$ cat src/rtl/vga_sync_if.sv
// Raster timing bundle from the sync generator to the pixel draw stage.
interface vga_sync_if;
  logic       Pixel_Tick_Out;
  logic       H_Sync_Out;
  logic       V_Sync_Out;
  logic       Disp_Ena_Out;
  logic [9:0] Pixel_X_Out;
  logic [9:0] Pixel_Y_Out;
  logic       Frame_Start_Out;

  modport master (
    output Pixel_Tick_Out, H_Sync_Out, V_Sync_Out, Disp_Ena_Out,
           Pixel_X_Out, Pixel_Y_Out, Frame_Start_Out
  );

  modport slave (
    input Pixel_Tick_Out, H_Sync_Out, V_Sync_Out, Disp_Ena_Out,
          Pixel_X_Out, Pixel_Y_Out, Frame_Start_Out
  );
endinterface

$ cat src/rtl/vga_sync_gen.sv
// 640x480@60 raster timing generator: clock divider, H/V counters and
// registered sync / display-enable / coordinate outputs.
module vga_sync_gen #(
  parameter int unsigned CLK_DIV  = 4,
  parameter int unsigned H_ACTIVE = 640,
  parameter int unsigned H_FP     = 16,
  parameter int unsigned H_SYNC   = 96,
  parameter int unsigned H_BP     = 48,
  parameter int unsigned V_ACTIVE = 480,
  parameter int unsigned V_FP     = 10,
  parameter int unsigned V_SYNC   = 2,
  parameter int unsigned V_BP     = 33,
  parameter bit          SYNC_POL = 1'b0
) (
  input  logic       Master_Clock_In,
  input  logic       Reset_In,
  vga_sync_if.master vga
);
  localparam int unsigned H_TOTAL = H_ACTIVE + H_FP + H_SYNC + H_BP;
  localparam int unsigned V_TOTAL = V_ACTIVE + V_FP + V_SYNC + V_BP;

  localparam logic [3:0] DIV_LAST = 4'(CLK_DIV - 1);
  localparam logic [9:0] X_LAST   = 10'(H_TOTAL - 1);
  localparam logic [9:0] Y_LAST   = 10'(V_TOTAL - 1);
  localparam logic [9:0] X_ACT    = 10'(H_ACTIVE);
  localparam logic [9:0] Y_ACT    = 10'(V_ACTIVE);
  localparam logic [9:0] HS_BEG   = 10'(H_ACTIVE + H_FP);
  localparam logic [9:0] HS_END   = 10'(H_ACTIVE + H_FP + H_SYNC);
  localparam logic [9:0] VS_BEG   = 10'(V_ACTIVE + V_FP);
  localparam logic [9:0] VS_END   = 10'(V_ACTIVE + V_FP + V_SYNC);

  logic [3:0] div_q, div_d;
  logic [9:0] x_q, x_d;
  logic [9:0] y_q, y_d;
  logic       tick_q, tick_d;
  logic       hs_q, hs_d;
  logic       vs_q, vs_d;
  logic       de_q, de_d;
  logic       fs_q, fs_d;
  logic       adv;

  always_comb begin
    adv   = (div_q == DIV_LAST);
    div_d = adv ? '0 : div_q + 4'd1;
    x_d   = x_q;
    y_d   = y_q;
    fs_d  = 1'b0;
    if (adv) begin
      if (x_q == X_LAST) begin
        x_d = '0;
        if (y_q == Y_LAST) begin
          y_d  = '0;
          fs_d = 1'b1;
        end else begin
          y_d = y_q + 10'd1;
        end
      end else begin
        x_d = x_q + 10'd1;
      end
    end
    tick_d = adv;
    // Decode from the next counter values so flags and coordinates share one edge.
    de_d = (x_d < X_ACT) && (y_d < Y_ACT);
    hs_d = ((x_d >= HS_BEG) && (x_d < HS_END)) ? SYNC_POL : ~SYNC_POL;
    vs_d = ((y_d >= VS_BEG) && (y_d < VS_END)) ? SYNC_POL : ~SYNC_POL;
  end

  always_ff @(posedge Master_Clock_In) begin
    if (Reset_In) begin
      div_q  <= '0;
      x_q    <= '0;
      y_q    <= '0;
      tick_q <= 1'b0;
      hs_q   <= ~SYNC_POL;
      vs_q   <= ~SYNC_POL;
      de_q   <= 1'b0;
      fs_q   <= 1'b0;
    end else begin
      div_q  <= div_d;
      x_q    <= x_d;
      y_q    <= y_d;
      tick_q <= tick_d;
      hs_q   <= hs_d;
      vs_q   <= vs_d;
      de_q   <= de_d;
      fs_q   <= fs_d;
    end
  end

  assign vga.Pixel_Tick_Out  = tick_q;
  assign vga.H_Sync_Out      = hs_q;
  assign vga.V_Sync_Out      = vs_q;
  assign vga.Disp_Ena_Out    = de_q;
  assign vga.Pixel_X_Out     = x_q;
  assign vga.Pixel_Y_Out     = y_q;
  assign vga.Frame_Start_Out = fs_q;
endmodule

$ cat src/flat_wrapper.sv
// flat-port wrapper written by rule: the top's interface ports become plain ports
module vga_sync_gen_flat 
#(
  parameter int unsigned CLK_DIV  = 4,
  parameter int unsigned H_ACTIVE = 640,
  parameter int unsigned H_FP     = 16,
  parameter int unsigned H_SYNC   = 96,
  parameter int unsigned H_BP     = 48,
  parameter int unsigned V_ACTIVE = 480,
  parameter int unsigned V_FP     = 10,
  parameter int unsigned V_SYNC   = 2,
  parameter int unsigned V_BP     = 33,
  parameter bit          SYNC_POL = 1'b0
)
  (Master_Clock_In, Reset_In, vga_Pixel_Tick_Out, vga_H_Sync_Out, vga_V_Sync_Out, vga_Disp_Ena_Out, vga_Pixel_X_Out, vga_Pixel_Y_Out, vga_Frame_Start_Out);
  vga_sync_if vga_i ();
  input  logic Master_Clock_In;
  input  logic Reset_In;
  output wire logic [$bits(vga_i.Pixel_Tick_Out)-1:0] vga_Pixel_Tick_Out;
  output wire logic [$bits(vga_i.H_Sync_Out)-1:0] vga_H_Sync_Out;
  output wire logic [$bits(vga_i.V_Sync_Out)-1:0] vga_V_Sync_Out;
  output wire logic [$bits(vga_i.Disp_Ena_Out)-1:0] vga_Disp_Ena_Out;
  output wire logic [$bits(vga_i.Pixel_X_Out)-1:0] vga_Pixel_X_Out;
  output wire logic [$bits(vga_i.Pixel_Y_Out)-1:0] vga_Pixel_Y_Out;
  output wire logic [$bits(vga_i.Frame_Start_Out)-1:0] vga_Frame_Start_Out;
  assign vga_Pixel_Tick_Out = vga_i.Pixel_Tick_Out;
  assign vga_H_Sync_Out = vga_i.H_Sync_Out;
  assign vga_V_Sync_Out = vga_i.V_Sync_Out;
  assign vga_Disp_Ena_Out = vga_i.Disp_Ena_Out;
  assign vga_Pixel_X_Out = vga_i.Pixel_X_Out;
  assign vga_Pixel_Y_Out = vga_i.Pixel_Y_Out;
  assign vga_Frame_Start_Out = vga_i.Frame_Start_Out;
  vga_sync_gen #(.CLK_DIV(CLK_DIV), .H_ACTIVE(H_ACTIVE), .H_FP(H_FP), .H_SYNC(H_SYNC), .H_BP(H_BP), .V_ACTIVE(V_ACTIVE), .V_FP(V_FP), .V_SYNC(V_SYNC), .V_BP(V_BP), .SYNC_POL(SYNC_POL)) u_core (.Master_Clock_In(Master_Clock_In), .Reset_In(Reset_In), .vga(vga_i));
endmodule
$ cat config.mk
export PLATFORM = sky130hd
export DESIGN_NAME = vga_sync_gen_flat
export DESIGN_NICKNAME = d
export VERILOG_FILES = /design/src/rtl/vga_sync_if.sv /design/src/rtl/vga_sync_gen.sv /design/src/flat_wrapper.sv
export SDC_FILE = /design/constraint.sdc
export NUM_CORES = 1
export LEC_CHECK = 0
export ABC_AREA = 1
export BUFFER_PORTS_ARGS = -buffer_cell sky130_fd_sc_hd__buf_2
export CORE_MARGIN = 3
export CORE_UTILIZATION = 42
export DETAILED_ROUTE_END_ITERATION = 16
export HOLD_SLACK_MARGIN = 0.05
export PLACE_DENSITY_LB_ADDON = 0.25
export SYNTH_ARGS = -nofsm -noshare
export SYNTH_HDL_FRONTEND = slang
export SYNTH_SLANG_ARGS = --single-unit
$ cat constraint.sdc
create_clock -name Master_Clock_In -period 1.8 [get_ports Master_Clock_In]
set_clock_uncertainty 0.1 [all_clocks]
set_input_delay 0.18 -clock Master_Clock_In [delete_from_list [all_inputs] [get_ports Master_Clock_In]]
set_output_delay 0.18 -clock Master_Clock_In [all_outputs]
set_load 0.05 [all_outputs]
==> summary.md <==
| Metric | Value |
|---|---|
| Clk root buf | `clkbuf_8` |
| Placed Instance Area | `0.001947 sq mm` |
| Worst VDD drop | `0.4402 mV` |
| DR vias/cell | `4.977` |
| Cells after synthesis | `236` |
| Comb pwr share | `8.7%` |
| Yosys top cell area share | `37.33%` |
| Pwr/cell area | `585.7 mW/mm^2` |
| Htree depth | `2` |
| Post-DRT Antenna Nets | `0` |
| Flop pwr share | `51.3%` |
| Worst setup EP type | `register` |
| Power, Total | `0.001298 W` |
| Hold Crit Class | `in -> reg` |
| Max_cap viols | `0` |
| Layout Utilization | `64.38%` |
| Die Span X | `66.85 um` |
| All-Layer GR Usage | `20.49%` |
| DR WL/cell | `12.79 um` |
| Worst path arrival time | `1.91 ns` |
| Clock-pin slew on the worst setup and hold paths | `0.06 ns` |
| Synth area leader | `dfxtp_1` |
| Ys async rst share | `0%` |
| Vias in the first global route | `1575` |
| Final setup vio count | `0` |
| TritonCTS clock tree | `built` |
| Largest net degree at the start of global routing | `13` |
| Post-synth EDFFs | `0` |
| Die H | `66.85 um` |
| Area contributors post-synth | `dfxtp_1 (37%), nand2_1 (14%), nor2_1 (9.4%)` |
| First-pass GRT wire length | `6803 um` |
| Hold slack | `0.1264 ns` |
| Via count | `1727` |
| DR pass1 iterations | `4` |
| Worst-Skew Late Latency | `0.29 ns` |
| Inserted Diodes | `0` |
| Final wirelength | `4437 um` |
| Yosys cell types | `28` |
| Final #Nets | `306` |
| Cell internal pwr | `0.0009648 W` |
| Sw Share | `25.67%` |
| Mapped Area | `0.001555 sq mm` |
| Iteration-0 DRC Markers | `89` |
| Area Growth Syn to Fin | `42.48%` |
| Tightest Pin Transition | `0.2590 ns` |
| Routability cong. | `0.8640` |
| Clock share of power | `40.1%` |
| Worst-path maximum fanout | `5` |
| RSZ-0062 raised after global routing | `true` |
| Clock buffer count from CTS | `5` |
| Gr ovfl total | `0` |
| Clk sinks | `29` |
| Peak Freq | `563.0 MHz` |
| Post-synth top flop | `dfxtp_1` |
| Drt drc | `0` |
| Initial Util | `45.18%` |
| Count leader, synth | `nand2_1` |
| Hold Buf Count CTS | `0` |
| Core ar. | `0.003442 sq mm` |
| Setup CP Type | `reg -> reg` |
| Synthesized area per cell | `6.590 sq um` |
| Port bufs | `26` |
| Status | `completed` |
| HPWL Detailed | `3114 um` |
| Net Count, Synth | `242` |
| Filler instances | `332` |
| Sequential cell area fraction in the yosys report | `37.33%` |
| Final Hold Vio Count | `0` |
| Top-Level Pins | `27` |
| Initial antenna violation count | `0` |
| Synth Register Bits | `29` |
| # rows | `21` |
| Die area | `0.004469 sq mm` |
| Max-slew headroom | `82.60%` |
| Crit path required time | `1.93 ns` |
| Startpoint types | `register` |
| Layout cells sized above 1 | `37.87%` |
| Final Cell Area | `0.002216 sq mm` |
| Fin crit period | `1.776 ns` |
| Clk buf depth | `2` |
| Slew Limit Fails | `0` |
| Fraction of the cycle the final worst path needs | `98.67%` |
| NetSw | `0.0003332 W` |
| Pleak | `1.055 nW` |
| Ys Warns | `0` |
| Post-synth top cells | `nand2_1 (60), nor2_1 (39), inv_1 (33)` |
[per-stage QoR]
step                      setup slack (ns)  TNS (ns)  std cells
after CTS                         0.009019         0        340
final                              0.02392         0        347
after detailed placement          -0.09108   -0.2077        328
after floorplan                  0.0003234         0        236
after global placement            -0.04605  -0.04643        328
after global routing              -0.08885   -0.2569        347
[worst max-delay path, stage by stage, from the launching register on]
cell and delay (ns):
dfxtp_4 0.36, ha_4 0.15, nand2_4 0.06, nor2_4 0.15
nand3_4 0.12, nor2_4 0.19, buf_4 0.14, nand4_1 0.08
nand2_1 0.10, nor2_1 0.04, nand2_1 0.09, nand2_1 0.07
nor2_2 0.07
[layout make-up]
type	count	area (sq um)	share of cell area (%)
Clock buffer	6	72.57	3.275
Clock inverter	2	10.01	0.4517
Inverter	35	131.4	5.929
Multi-Input combinational cell	169	942.2	42.52
Sequential cell	29	605.6	27.33
Tap cell	46	57.56	2.597
Timing Repair Buffer	60	396.6	17.90
[cells in the final DEF (no fill, tap or decap), types with 2 or more instances in the layout]
master / synthesis / layout
nor2_4: 4 / 6
nand2_1: 60 / 55
nor2_1: 39 / 36
nor3_1: 3 / 2
nand3_1: 24 / 17
buf_6: 1 / 3
inv_2: 2 / 2
nor2_2: 1 / 3
o21ai_1: 1 / 5
nand4_1: 8 / 8
dfxtp_1: 29 / 13
buf_4: 0 / 31
dfxtp_2: 0 / 14
nand3_2: 0 / 7
o21bai_1: 2 / 2
clkinv_2: 0 / 2
buf_2: 1 / 26
nand2_2: 1 / 5
dfxtp_4: 0 / 2
a21oi_1: 5 / 5
clkbuf_8: 0 / 5
o21ai_0: 8 / 3
inv_1: 33 / 33
ha_4: 0 / 3
[power by group through the flow]
| stage | Combinational [W] | Sequential, W | Clock (W) |
|---|---|---|---|
| after floorplan | 0.0000404 | 0.000696 | 0 |
| after global placement | 0.000101 | 0.000675 | 0 |
| after detailed placement | 0.000103 | 0.000675 | 0 |
| after CTS | 0.000104 | 0.000661 | 0.000530 |
| after global routing | 0.000124 | 0.000667 | 0.000560 |
| final | 0.000113 | 0.000665 | 0.000520 |
[worst paths after layout]
path	slack, ns	to	depth (start not counted)	from
max	0.02	u_core.vga.Disp_Ena_Out	12	u_core.vga.Pixel_X_Out[0]
min	0.13	u_core.vga.Frame_Start_Out	2	Reset_In
max reg2reg	0.02	u_core.vga.Disp_Ena_Out	12	u_core.vga.Pixel_X_Out[0]
min reg2reg	0.42	u_core.vga.Pixel_X_Out[2]	2	u_core.vga.Pixel_X_Out[2]
[state kept, by name, summed over array words and instances, names as in the netlist]
| name | cells |
|---|---|
| u_core.vga.Disp_Ena_Out | 1 |
| u_core.vga.V_Sync_Out | 1 |
| u_core.vga.Pixel_X_Out | 10 |
| u_core.vga.Pixel_Y_Out | 10 |
| u_core.vga.H_Sync_Out | 1 |
| u_core.vga.Frame_Start_Out | 1 |
| u_core.vga.Pixel_Tick_Out | 1 |
| u_core.div_q | 4 |
[metal layers]
layer  vias up  wire length [um]  GRT usage [%]
li1        878                 -              -
met1       786              1877          23.74
met2        49              2220          33.91
met3        14               213          5.734
met4         0               126          10.89
met5         -                 0              0
[kinds of logic after synthesis]
group | Yosys count | synth area share, %
adders and majority gates | 4 | 3.218
buffers and inverters | 39 | 9.975
xor gates and xnor gates | 1 | 0.5633
AOI/OAI and AO/OA | 19 | 6.999
DFF | 29 | 37.33
and+or+nand+nor | 144 | 41.92
[timing repair]
action / CTS / global route
hold endpoints to repair: 0 / 0
resized for setup: 1 / 29
setup endpoints to repair: 4 / 5
cloned: 0 / 1
setup buffers: 4 / 6
pin swaps: 1 / 19
No activity file was read; power rests on OpenSTA's default activity.
